$ cat src/rtl/axil_cmd_manager.sv
// axil_cmd_manager: valid/ready command stream to AXI-Lite manager bridge, one transaction in flight.
// Optional wait-state abort enabled by defining AXIL_MGR_TIMEOUT_EN.
module axil_cmd_manager #(
  parameter int AXI_LITE_ADDR_WIDTH = 32,
  parameter int AXI_LITE_DATA_WIDTH = 32,
  parameter int AXI_LITE_RESP_WIDTH = 2,
  parameter int TIMEOUT_CYCLES = 256
) (
  input  logic                           i_clk,
  input  logic                           i_reset,
  input  logic                           i_cmd_valid,
  output logic                           o_cmd_ready,
  input  logic                           i_cmd_write,
  input  logic [AXI_LITE_ADDR_WIDTH-1:0] i_cmd_addr,
  input  logic [AXI_LITE_DATA_WIDTH-1:0] i_cmd_wdata,
  output logic                           o_rsp_valid,
  input  logic                           i_rsp_ready,
  output logic                           o_rsp_write,
  output logic [AXI_LITE_DATA_WIDTH-1:0] o_rsp_rdata,
  output logic [AXI_LITE_RESP_WIDTH-1:0] o_rsp_resp,
  output logic                           o_rsp_timeout,
  output logic                           o_awvalid,
  input  logic                           i_awready,
  output logic [AXI_LITE_ADDR_WIDTH-1:0] o_awaddr,
  output logic                           o_wvalid,
  input  logic                           i_wready,
  output logic [AXI_LITE_DATA_WIDTH-1:0] o_wdata,
  input  logic                           i_bvalid,
  output logic                           o_bready,
  input  logic [AXI_LITE_RESP_WIDTH-1:0] i_bresp,
  output logic                           o_arvalid,
  input  logic                           i_arready,
  output logic [AXI_LITE_ADDR_WIDTH-1:0] o_araddr,
  input  logic                           i_rvalid,
  output logic                           o_rready,
  input  logic [AXI_LITE_DATA_WIDTH-1:0] i_rdata,
  input  logic [AXI_LITE_RESP_WIDTH-1:0] i_rresp
);
  typedef enum logic [2:0] {IDLE, WR, WR_B, RD_AR, RD_R, RSP} state_t;
  state_t state;
  logic abort;
`ifdef AXIL_MGR_TIMEOUT_EN
  localparam int CW = $clog2(TIMEOUT_CYCLES + 1);
  logic [CW-1:0] wait_cnt;
  logic hs;
  assign hs = (o_awvalid && i_awready) || (o_wvalid && i_wready) || (o_bready && i_bvalid) ||
              (o_arvalid && i_arready) || (o_rready && i_rvalid);
  // Counter is zero outside the wait states, so a match can only occur while waiting.
  always_ff @(posedge i_clk)
    wait_cnt <= (i_reset || hs || state == IDLE || state == RSP) ? '0 : wait_cnt + 1'b1;
  assign abort = !hs && wait_cnt == CW'(TIMEOUT_CYCLES - 1);
`else
  assign abort = 1'b0;
`endif
  always_ff @(posedge i_clk) begin
    if (i_reset) begin
      state         <= IDLE;
      o_cmd_ready   <= 1'b1;
      o_rsp_valid   <= 1'b0;
      o_rsp_write   <= 1'b0;
      o_rsp_rdata   <= '0;
      o_rsp_resp    <= '0;
      o_rsp_timeout <= 1'b0;
      o_awvalid     <= 1'b0;
      o_awaddr      <= '0;
      o_wvalid      <= 1'b0;
      o_wdata       <= '0;
      o_bready      <= 1'b0;
      o_arvalid     <= 1'b0;
      o_araddr      <= '0;
      o_rready      <= 1'b0;
    end else if (abort) begin
      state         <= RSP;
      o_awvalid     <= 1'b0;
      o_wvalid      <= 1'b0;
      o_bready      <= 1'b0;
      o_arvalid     <= 1'b0;
      o_rready      <= 1'b0;
      o_rsp_valid   <= 1'b1;
      o_rsp_rdata   <= '0;
      o_rsp_resp    <= AXI_LITE_RESP_WIDTH'(2);
      o_rsp_timeout <= 1'b1;
    end else begin
      case (state)
        IDLE: if (i_cmd_valid) begin
          o_cmd_ready   <= 1'b0;
          o_rsp_write   <= i_cmd_write;
          o_rsp_timeout <= 1'b0;
          if (i_cmd_write) begin
            o_awaddr  <= i_cmd_addr;
            o_wdata   <= i_cmd_wdata;
            o_awvalid <= 1'b1;
            o_wvalid  <= 1'b1;
            state     <= WR;
          end else begin
            o_araddr  <= i_cmd_addr;
            o_arvalid <= 1'b1;
            state     <= RD_AR;
          end
        end
        WR: begin
          if (i_awready) o_awvalid <= 1'b0;
          if (i_wready) o_wvalid <= 1'b0;
          if ((!o_awvalid || i_awready) && (!o_wvalid || i_wready)) begin
            o_bready <= 1'b1;
            state    <= WR_B;
          end
        end
        WR_B: if (i_bvalid) begin
          o_bready    <= 1'b0;
          o_rsp_resp  <= i_bresp;
          o_rsp_rdata <= '0;
          o_rsp_valid <= 1'b1;
          state       <= RSP;
        end
        RD_AR: if (i_arready) begin
          o_arvalid <= 1'b0;
          o_rready  <= 1'b1;
          state     <= RD_R;
        end
        RD_R: if (i_rvalid) begin
          o_rready    <= 1'b0;
          o_rsp_rdata <= i_rdata;
          o_rsp_resp  <= i_rresp;
          o_rsp_valid <= 1'b1;
          state       <= RSP;
        end
        RSP: if (i_rsp_ready) begin
          o_rsp_valid <= 1'b0;
          o_cmd_ready <= 1'b1;
          state       <= IDLE;
        end
        default: state <= IDLE;
      endcase
    end
  end
endmodule

$ cat config.mk
export PLATFORM = sky130hd
export DESIGN_NAME = axil_cmd_manager
export DESIGN_NICKNAME = d
export VERILOG_FILES = /design/src/rtl/axil_cmd_manager.sv
export SDC_FILE = /design/constraint.sdc
export NUM_CORES = 1
export LEC_CHECK = 0
export BUFFER_PORTS_ARGS = -buffer_cell sky130_fd_sc_hd__buf_2
export CAP_MARGIN = 0
export CORE_AREA = 3 3 106 108
export CTS_CLUSTER_DIAMETER = 80
export DETAILED_ROUTE_END_ITERATION = 12
export DIE_AREA = 0 0 109 111
export PLACE_DENSITY = 0.82
export SYNTH_ARGS = -nofsm -noshare
export SYNTH_HDL_FRONTEND = slang
export SYNTH_SLANG_ARGS = --single-unit
$ cat constraint.sdc
create_clock -name i_clk -period 2.6 [get_ports i_clk]
set_clock_uncertainty 0.2 [all_clocks]
set_input_delay 0.13 -clock i_clk [delete_from_list [all_inputs] [get_ports i_clk]]
set_output_delay 0.13 -clock i_clk [all_outputs]
set_load 0.05 [all_outputs]
# After elaboration in Yosys (flattened, before gate mapping)
# Cells that the tools add are included.
# W data, S select, Z words.
[classes]
n_eq_ne = 15
n_mux = 37
bitwise_logic = 1
reduce_logical = 25
[op_table]
columns = ["cell", "n"]
rows = [
  ["$mux W32", 2],
  ["$pmux W32 S2", 1],
  ["$ne A2 B2 Y1 const B", 10],
  ["$mux W3", 6],
  ["$pmux W3 S6", 1],
  ["$reduce_and A3 Y1", 6],
  ["$mux W1", 16],
  ["$reduce_and A4 Y1", 4],
  ["$pmux W1 S2", 6],
  ["$reduce_bool A2 Y1", 6],
  ["$eq A3 B2 Y1 const B", 2],
  ["$eq A3 B3 Y1 const B", 2],
  ["$mux W2", 3],
  ["$reduce_and A6 Y1", 1],
  ["$pmux W2 S2", 1],
  ["$eq A3 B1 Y1 const B", 1],
  ["$logic_not A3 Y1", 1],
  ["$pmux W1 S3", 1],
  ["$reduce_bool A3 Y1", 1],
  ["$logic_not A1 Y1", 2],
  ["$logic_or A1 B1 Y1", 2],
  ["$reduce_and A2 Y1", 1],
  ["$logic_and A1 B1 Y1", 1],
  ["$not A1 Y1", 1],
]
[totals]
regBits = 141
input_bits = 110
out_inout_bits = 139
elab_cells = 92

# Longest topological paths before layout
# Gate-level depths: netlist of run 1.
[logic_depth]
word_depth = 5
mapped_depth = 7
ltp_nobuf = 4

# Worst setup path after synthesis of run 1
# Ideal clock, no wire load.
[synth_path]
path_kind = "register to register"
from = "reg o_wvalid"
to = "reg state[1]"
setup_time_ns = 0.122
arrival_time_ns = 1.460
required_ns = 2.278
setup_slack_ns = 0.819
stages_incl_launch_ff = 5
path_buffers = 0
period_less_slack_ns = 1.781
cell_sequence = "dfxtp_1 -> nor2b_1 -> o311a_1 -> or3_1 -> mux2i_1"
[synth_via]
elab_chain_len = 5
[synth_rtl]
columns = ["item", "line_no", "text"]
rows = [
  ["start: declaration", "25", "output logic o_wvalid,"],
  ["start signal: assignment", "66", "o_wvalid <= 1'b0;"],
  ["start signal: assignment", "75", "o_wvalid <= 1'b0;"],
  ["start signal: assignment", "93", "o_wvalid <= 1'b1;"],
  ["$logic_not A1 Y1", "104", "if ((!o_awvalid || i_awready) && (!o_wvalid || i_wready)) begin"],
  ["$logic_or A1 B1 Y1", "104", ""],
  ["$logic_and A1 B1 Y1", "104", ""],
  ["$ne A2 B2 Y1 (no source line)", "n/a", ""],
  ["$reduce_and A6 Y1 (no source line)", "n/a", ""],
  ["end signal: assignment", "106", "state <= WR_B;"],
  ["end signal: assignment", "114", "state <= RSP;"],
  ["end signal: assignment", "119", "state <= RD_R;"],
  ["end: declaration", "40", "state_t state;"],
]
# No other way between the ends.
# A chain may end at the register's enable or synchronous reset.

# Worst setup path in the final report of run 1
[layout_path]
from = "reg state[0]"
to = "reg o_wdata[27]"
[layout_via]
elab_chain_len = 2
[layout_rtl]
columns = ["item", "line_no", "text"]
rows = [
  ["start signal: assignment", "57", "state <= IDLE;"],
  ["start signal: assignment", "73", "state <= RSP;"],
  ["start signal: assignment", "94", "state <= WR;"],
  ["$logic_not A3 Y1", "84", "case (state)"],
  ["$reduce_and A3 Y1 (no source line)", "n/a", ""],
  ["end signal: assignment", "91", "o_wdata <= i_cmd_wdata;"],
  ["end: declaration", "27", "output logic [AXI_LITE_DATA_WIDTH-1:0] o_wdata,"],
]
# No other way between the ends.

==> results of run 1 <==
per-layer routing:
metal  track usage  wire length, um  part of all wire
met1         0.346             7090              0.35
met2         0.547             9890              0.49
met3        0.0967             2090              0.10
met4         0.186             1320             0.065
met5             0                0                 0
cell families (layout without fill, tap and decap cells):
logic type,Yosys count,in the layout,share of synthesized area
flip-flops,141,141,0.561
other,1,1,0.000746
AO/OA/AOI/OAI,144,144,0.165
AND/OR/NAND/NOR,262,262,0.210
buffers and inverters,49,431,0.0488
multiplexers,7,7,0.0144
critical path: cells and delay by family, from the launching register on:
| family | cells | cell delay [ns] |
|---|---|---|
| flip-flops | 1 | 0.37 |
| AO/OA/AOI/OAI | 1 | 0.18 |
| AND/OR/NAND/NOR | 3 | 0.89 |
| buffers and inverters | 3 | 0.90 |
where the power goes:
part | switching [mW] | internal, mW
combinational | 1.69 | 0.771
clock | 0.918 | 1.80
sequential | 0.193 | 2.42
total | 2.80 | 5.00
state kept, by name, summed over array words and instances, names as in the netlist:
register and count:
o_rsp_rdata 32, o_wdata 32, o_araddr 32, o_wvalid 1
o_rsp_write 1, o_rready 1, o_awaddr 32, o_rsp_valid 1
state 3, o_cmd_ready 1, o_rsp_resp 2, o_bready 1
o_awvalid 1, o_arvalid 1
worst min-delay path by stage:
stage                             end  slack (ns)  cells after the start
after floorplan             o_awvalid        0.03                      1
after global placement      o_awvalid        0.14                      2
after detailed placement    o_awvalid        0.15                      2
after CTS                 o_rsp_valid       0.008                      5
after global routing      o_rsp_valid        0.06                      5
final                     o_rsp_valid        0.03                      5
cell type report:
type	instances	area, sq um
clock buffers	21	449
clock inverters	10	210
fillers	565	1920
inverters	1	3.75
multi-input cells	414	1970
flip-flops and latches	141	2830
well taps	136	170
repair buffers	399	2770
cells in the mapped netlist, types with 3 or more instances:
cell type  number
a22oi_1        32
nor2_1         40
nor3b_1         4
nor2b_1         5
a21oi_1       101
clkbuf_1       23
nand3_1         3
nand2_1       197
dfxtp_1       141
buf_2          19
nand2b_1        4
mux2i_1         5
buf_6           4
metrics by stage:
step	hold slack, ns	utilization	power [mW]	setup TNS, ns	setup WS (ns)
3_5_place_dp	0.147	0.612	4.67	0	0.500
2_1_floorplan	0.0256	-	4.16	0	0.819
4_1_cts	0.00812	0.804	7.54	0	0.0196
6_report	0.0274	0.814	7.79	-0.0192	-0.0172
5_1_grt	0.0614	0.814	8.05	-0.174	-0.0971
3_3_place_gp	0.137	0.612	4.64	0	0.531
timing repair:
| action | CTS | global route |
|---|---|---|
| hold buffers | 132 | 0 |
| endpoints found under the hold margin | 140 | 0 |
| gates resized for setup | 0 | 7 |
| setup endpoints to repair | 0 | 21 |
| setup buffers | 0 | 9 |
==> out/metrics.cfg, run 1 <==
[worst_setup_path]
crit_fanout=8
crit_path_start=state[0]
cp.arrival_ns=2.87
endpoint=o_wdata[27]
crit_path_end_kind=flip-flop
r2r-start=state[0]
r2r_end=o_wdata[27]
path_class=reg -> reg
r2r_slack_ns=-0.02
slowest_delay_ns=0.60
r2r_cells=7
worst_path_max_delay_cell=dlygate4sd3_1
crit_required_ns=2.85
path_cells=or4b_4, nor2_4, buf_6, buf_4, nand2_1, a21oi_1, dlygate4sd3_1
start_kind=flip-flop

[route]
drtPass1Iterations=6
post_drt_wl_per_cell_um=18.2
drt-total-wl_um=20400
final_antenna_net_count=0
drc_errors=0
dr_total_vias=6058
vias_per_cell=5.40
drtIter0Drc=514

[clock_tree]
cts_buffers=17
cts.path.max_buffers=2
cts_sinks=141
cts.htree.levels=4
clkLatencyLatePin_ns=0.51
cts_tree=built
clk_pin_slew_ns=0.07
cts-root-buf=clkbuf_8

[logic_synthesis]
ys.flop_type=dfxtp_1
synth_area_sq_um=5030
synth_top_area_cell=dfxtp_1
synth_cell_types=32
postSynthCellCount=604
synth_top_area_share=0.561
synth-warning-count=0
synth-seq-area-share=0.561
syn_area_per_cell_sq_um=8.32
ys_ff_latch=141
synth_area_leaders=dfxtp_1, nand2_1, a21oi_1
syn-num-nets=714
synth-edff-count=0
async_flop_share=0

[timing]
drv_slew=0
period_share=1.01
fmax_ghz=0.382
tightestPinTransition_ns=0.679
worst_slack_ns=-0.0172
setup_violations=2
max_slew_margin=0.547
fin_crit_ns=2.62
hold_viol=0

[layout]
drive_gt1_frac=0.310
final_cells=1122
fin_area_sq_um=8410
areaGrowthSynthToFinish_pct=67.2
nNetsFinal=1084
diodes=0
most-common-layout-cells=buf_2, nand2_1, dfxtp_1, dlygate4sd3_1, a21oi_1
final_common_cell=buf_2

[placement]
dp.final_hpwl_um=9890
gp_congestion=0.840
place_inst=949
dpl-instance-area_sq_um=6320
port_buffers=247

[run_status]
violations=negative setup slack
status=complete, but fails checks

[power_and_ir_drop]
power_density_nw_per_um2=927
p_leak_nw=3.87
ir_worst_vdd_v=0.000550

[global_routing]
grt_pass1_wl_um=30500
grt_max_degree=68
grtUsageTotal=0.321
antenna_found_initial=0
grt_pass1_vias=5986
grt_overflow=0

[floorplan]
die_w_um=109
die_y_um=111
initial_core_util=0.487
ios=249
rows=37
dieArea_sq_um=12100
core_area_sq_um=10300

[flow_run]
maxCapViolCount=0

[hold_path]
min_from=i_rvalid
hp-class=in -> reg

Power figures use the tool's default switching activity.
==> run 2, diff against run 1 <==
--- a/config.mk
+++ b/config.mk
@@ -12,6 +12,7 @@
 export DETAILED_ROUTE_END_ITERATION = 12
 export DIE_AREA = 0 0 109 111
 export PLACE_DENSITY = 0.82
+export RECOVER_POWER = 25
 export SYNTH_ARGS = -nofsm -noshare
 export SYNTH_HDL_FRONTEND = slang
 export SYNTH_SLANG_ARGS = --single-unit
==> run 2 against run 1 <==
  * The flow still finishes with violations (negative setup slack)
  * Routed wire length increased by 0.46%
  * Combinational power about the same
  * Sequential share of layout area increased by 0.34 points
  * Cell count unchanged
  * Highest routed layer unchanged
  * Largest power group unchanged
  * Clock power about the same
  * Die area unchanged
  * Non-clock buffer count unchanged
  * Count of clock-buffer cells in the layout unchanged
==> out/metrics.cfg, run 2 (synthesized netlist as in run 1, its figures left out) <==
[run_status]
status=complete, but fails checks
violations=negative setup slack

[timing]
tightestPinTransition_ns=0.684
fmax_ghz=0.381
drv_slew=0
fin_crit_ns=2.63
hold_viol=0
finalSetupTns_ns=-0.0263
setup_violations=1
max_slew_margin=0.544
period_share=1.01
worst_slack_ns=-0.0263

[route]
vias_per_cell=5.41
post_drt_wl_per_cell_um=18.3
drt-total-wl_um=20500
drtIter0Drc=516
final_antenna_net_count=0
drtPass1Iterations=6
dr_total_vias=6072
drc_errors=0

[worst_setup_path]
crit_path_end_kind=flip-flop
path_cells=or4b_4, nor2_4, buf_6, buf_4, nand2_1, a21oi_1, dlygate4sd3_1
r2r_end=o_wdata[27]
r2r-start=state[0]
start_kind=flip-flop
path_class=reg -> reg
crit_fanout=8
worst_path_max_delay_cell=dlygate4sd3_1
r2r_cells=7
crit_path_start=state[0]
cp.arrival_ns=2.88
slowest_delay_ns=0.61
r2r_slack_ns=-0.03
crit_required_ns=2.86

[clock_tree]
cts-root-buf=clkbuf_8
clkLatencyLatePin_ns=0.51
cts.path.max_buffers=2
cts_buffers=17
cts_tree=built
cts_sinks=141
clk_pin_slew_ns=0.07
cts.htree.levels=4

[hold_path]
min_from=i_rvalid
hp-class=in -> reg
hold-path-cell-count=5
min_to=o_rsp_valid

[layout]
drive_gt1_frac=0.242
utilization=0.806
diodes=0
final_common_cell=nand2_1
areaGrowthSynthToFinish_pct=65.6
nNetsFinal=1084
most-common-layout-cells=nand2_1, buf_2, dfxtp_1, dlygate4sd3_1, a21oi_1

[floorplan]
die_w_um=109
ios=249
die_y_um=111
core_area_sq_um=10300
dieArea_sq_um=12100
initial_core_util=0.487
rows=37

[power_and_ir_drop]
p_comb_frac=0.312
p_clk_frac=0.350
ir_worst_vdd_v=0.000547
p_leak_nw=3.59
power_density_nw_per_um2=933
power.switching_mw=2.80
p_seq_frac=0.338
p_int_mw=4.97
power.share.switching=0.361

[global_routing]
grt_overflow=0
antenna_found_initial=0
grtUsageTotal=0.321
grt_pass1_vias=5986
grt_pass1_wl_um=30500
grt_max_degree=68

[placement]
port_buffers=247
dp.final_hpwl_um=9890
pre_cts_ws_ns=0.500
gp_congestion=0.840

[flow_run]
maxCapViolCount=0

run 2: cell count changes in the layout (fill, tap and decap cells not counted):
cell	previous run	this run
buf_2	246	179
clkbuf_1	2	69
run 2: worst max-delay path by stage:
stage                  end  slack (ns)  cells after the start
3_3_place_gp     o_awvalid        0.53                      5
4_1_cts        o_wdata[29]        0.02                      6
2_1_floorplan     state[1]        0.82                      4
5_1_grt        o_wdata[27]        -0.1                      7
3_5_place_dp     o_awvalid        0.50                      5
6_report       o_wdata[27]       -0.03                      7
run 2: critical path: cells and delay by family (launching register included):
kind	cells	cell delay [ns]
and+or+nand+nor	3	0.89
DFF	1	0.37
AOI/OAI and AO/OA	1	0.19
buffers and inverters	3	0.91
run 2: per-layer routing:
metal  vias up  GRT usage  part of all wire
li1       2737          -                 -
met3       113     0.0967              0.10
met1      2745      0.346              0.34
met2       477      0.547              0.49
met4         0      0.186             0.060
met5         -          0                 0
run 2: repair_timing:
action,in CTS,in global routing
resized for setup,0,7
hold endpoints to repair,140,0
setup endpoints to repair,0,21
hold buffers,132,0
setup buffers,0,9
run 2: final cells by class:
class | instances | area, sq um
tap | 136 | 170
sequential | 141 | 2830
timing repair buffer | 399 | 2690
fill | 609 | 2000
clock inverter | 10 | 210
inverter | 1 | 3.75
clock buffer | 21 | 449
multi-input combinational | 414 | 1970
run 2: metrics by stage:
stage,hold WS [ns],instances,power (mW),instance area (sq um)
finish,0.0199,1122,7.77,8320
global route,0.0614,1122,8.03,8320
CTS,0.00812,1112,7.54,8300
detailed placement,0.147,949,4.67,6320
global placement,0.137,949,4.64,6320
floorplan,0.0256,604,4.16,5030
run 2: power by group through the flow:
stage	combinational, mW	clock (mW)	sequential (mW)
final	2.43	2.72	2.62
after global routing	2.56	2.82	2.65
after CTS	2.24	2.72	2.59
after detailed placement	2.04	0	2.63
after global placement	2.02	0	2.62
after floorplan	0.775	0	3.39
==> run 3, diff against run 2 <==
--- a/config.mk
+++ b/config.mk
@@ -13,6 +13,7 @@
 export DIE_AREA = 0 0 109 111
 export PLACE_DENSITY = 0.82
 export RECOVER_POWER = 25
+export SKIP_CTS_REPAIR_TIMING = 1
 export SYNTH_ARGS = -nofsm -noshare
 export SYNTH_HDL_FRONTEND = slang
 export SYNTH_SLANG_ARGS = --single-unit
==> constraint.sdc (replaced) <==
create_clock -name i_clk -period 2.6 [get_ports i_clk]
set_clock_uncertainty 0.2 [all_clocks]
set_input_delay 0 -clock i_clk [delete_from_list [all_inputs] [get_ports i_clk]]
set_output_delay 0 -clock i_clk [all_outputs]
set_load 0.05 [all_outputs]
==> run 3 against run 2 <==
  * The flow now finishes without violations
  * Highest routed layer unchanged
  * Critical endpoint is now o_wdata[26]
  * Hold slack improved by 0.057 ns
  * Sequential share of layout area rose by 1.1 points
  * Global-route usage is 9.1 points lower
  * Cell count is 2.4% lower
  * First-iteration DRC count down 13%
==> out/metrics.cfg, run 3 (synthesized netlist as in run 1, its figures left out) <==
[run_status]
status=completed

[layout]
drive_gt1_frac=0.233
diodes=0
final_common_cell=nand2_1
utilization=0.779
nNetsFinal=1057
areaGrowthSynthToFinish_pct=60.0
final_cells=1095
most-common-layout-cells=nand2_1, buf_2, dfxtp_1, dlygate4sd3_1, a21oi_1
fin_area_sq_um=8040

[clock_tree]
clk_pin_slew_ns=0.07
cts_tree=built
cts-root-buf=clkbuf_8
cts_buffers=17
clkLatencyLatePin_ns=0.51
cts.htree.levels=4
cts_sinks=141
cts.path.max_buffers=2

[global_routing]
grtUsageTotal=0.230
grt_pass1_vias=4636
grt_pass1_wl_um=22300
antenna_found_initial=0
grt_overflow=0
grt_max_degree=68

[route]
drt-total-wl_um=18200
dr_total_vias=5729
post_drt_wl_per_cell_um=16.7
drtIter0Drc=447
drtPass1Iterations=5
vias_per_cell=5.23
drc_errors=0
final_antenna_net_count=0

[worst_setup_path]
path_class=reg -> reg
slowest_delay_ns=0.60
cp.arrival_ns=2.84
path_cells=or4b_4, nor2_4, buf_4, nand2_1, a21oi_1, dlygate4sd3_1
crit_required_ns=2.86
crit_fanout=17
worst_path_max_delay_cell=or4b_4
start_kind=flip-flop
crit_path_end_kind=flip-flop

[power_and_ir_drop]
p_clk_frac=0.358
power_density_nw_per_um2=936
p_comb_frac=0.296
p_seq_frac=0.346
p_int_mw=4.85
power.share.switching=0.356
p_leak_nw=3.41
power.switching_mw=2.68
finalPower_mw=7.53
ir_worst_vdd_v=0.000503

[floorplan]
ios=249
dieArea_sq_um=12100
die_w_um=109
rows=37
core_area_sq_um=10300
die_y_um=111
initial_core_util=0.487

[placement]
dpl-instance-area_sq_um=6320
gp_congestion=0.840
pre_cts_ws_ns=0.500
port_buffers=247
place_inst=949
dp.final_hpwl_um=9890

[timing]
tightestPinTransition_ns=0.675
period_share=0.993
setup_violations=0
fin_crit_ns=2.58
fmax_ghz=0.387
hold_viol=0
finalSetupTns_ns=0
drv_slew=0
whs_ns=0.0769
worst_slack_ns=0.0190
max_slew_margin=0.550

[hold_path]
hp-class=in -> reg

[flow_run]
maxCapViolCount=0

==> run 3: area by class of cell <==
type                       instances  area (sq um)
multi-input combinational        414          1970
inverter                           1          3.75
clock buffer                      21           449
tap                              136           170
fill                             672          2280
clock inverter                    10           210
sequential                       141          2820
timing repair buffer             372          2420
==> run 3: routing by layer <==
| metal | vias up | track usage | routed length [um] | share of wire |
|---|---|---|---|---|
| li1 | 2686 | - | - | - |
| met1 | 2634 | 0.280 | 6860 | 0.38 |
| met2 | 349 | 0.378 | 9170 | 0.50 |
| met3 | 60 | 0.0821 | 1650 | 0.090 |
| met4 | 0 | 0.0699 | 573 | 0.031 |
| met5 | - | 0 | 0 | 0 |
==> run 3: path summary, 6_finish.rpt <==
check             startpoint  slack [ns]  depth (start not counted)          end
max                 state[1]        0.02                          6  o_wdata[26]
min          i_cmd_wdata[10]        0.08                          4  o_wdata[10]
max reg2reg         state[1]        0.02                          6  o_wdata[26]
min reg2reg      o_cmd_ready        0.24                          2  o_cmd_ready
==> run 3: power by group through the flow <==
stage | clock (mW) | combinational [mW] | sequential [mW]
after floorplan | 0 | 0.775 | 3.39
after global placement | 0 | 2.02 | 2.62
after detailed placement | 0 | 2.04 | 2.63
after CTS | 2.72 | 2.05 | 2.59
after global routing | 2.82 | 2.36 | 2.64
final | 2.70 | 2.23 | 2.61
==> run 3: critical path, delay by kind of cell, from the launching register on <==
family	cells	cell delay (ns)
AND/OR/NAND/NOR	3	0.94
AO/OA/AOI/OAI	1	0.12
flip-flops	1	0.47
buffers and inverters	2	0.79
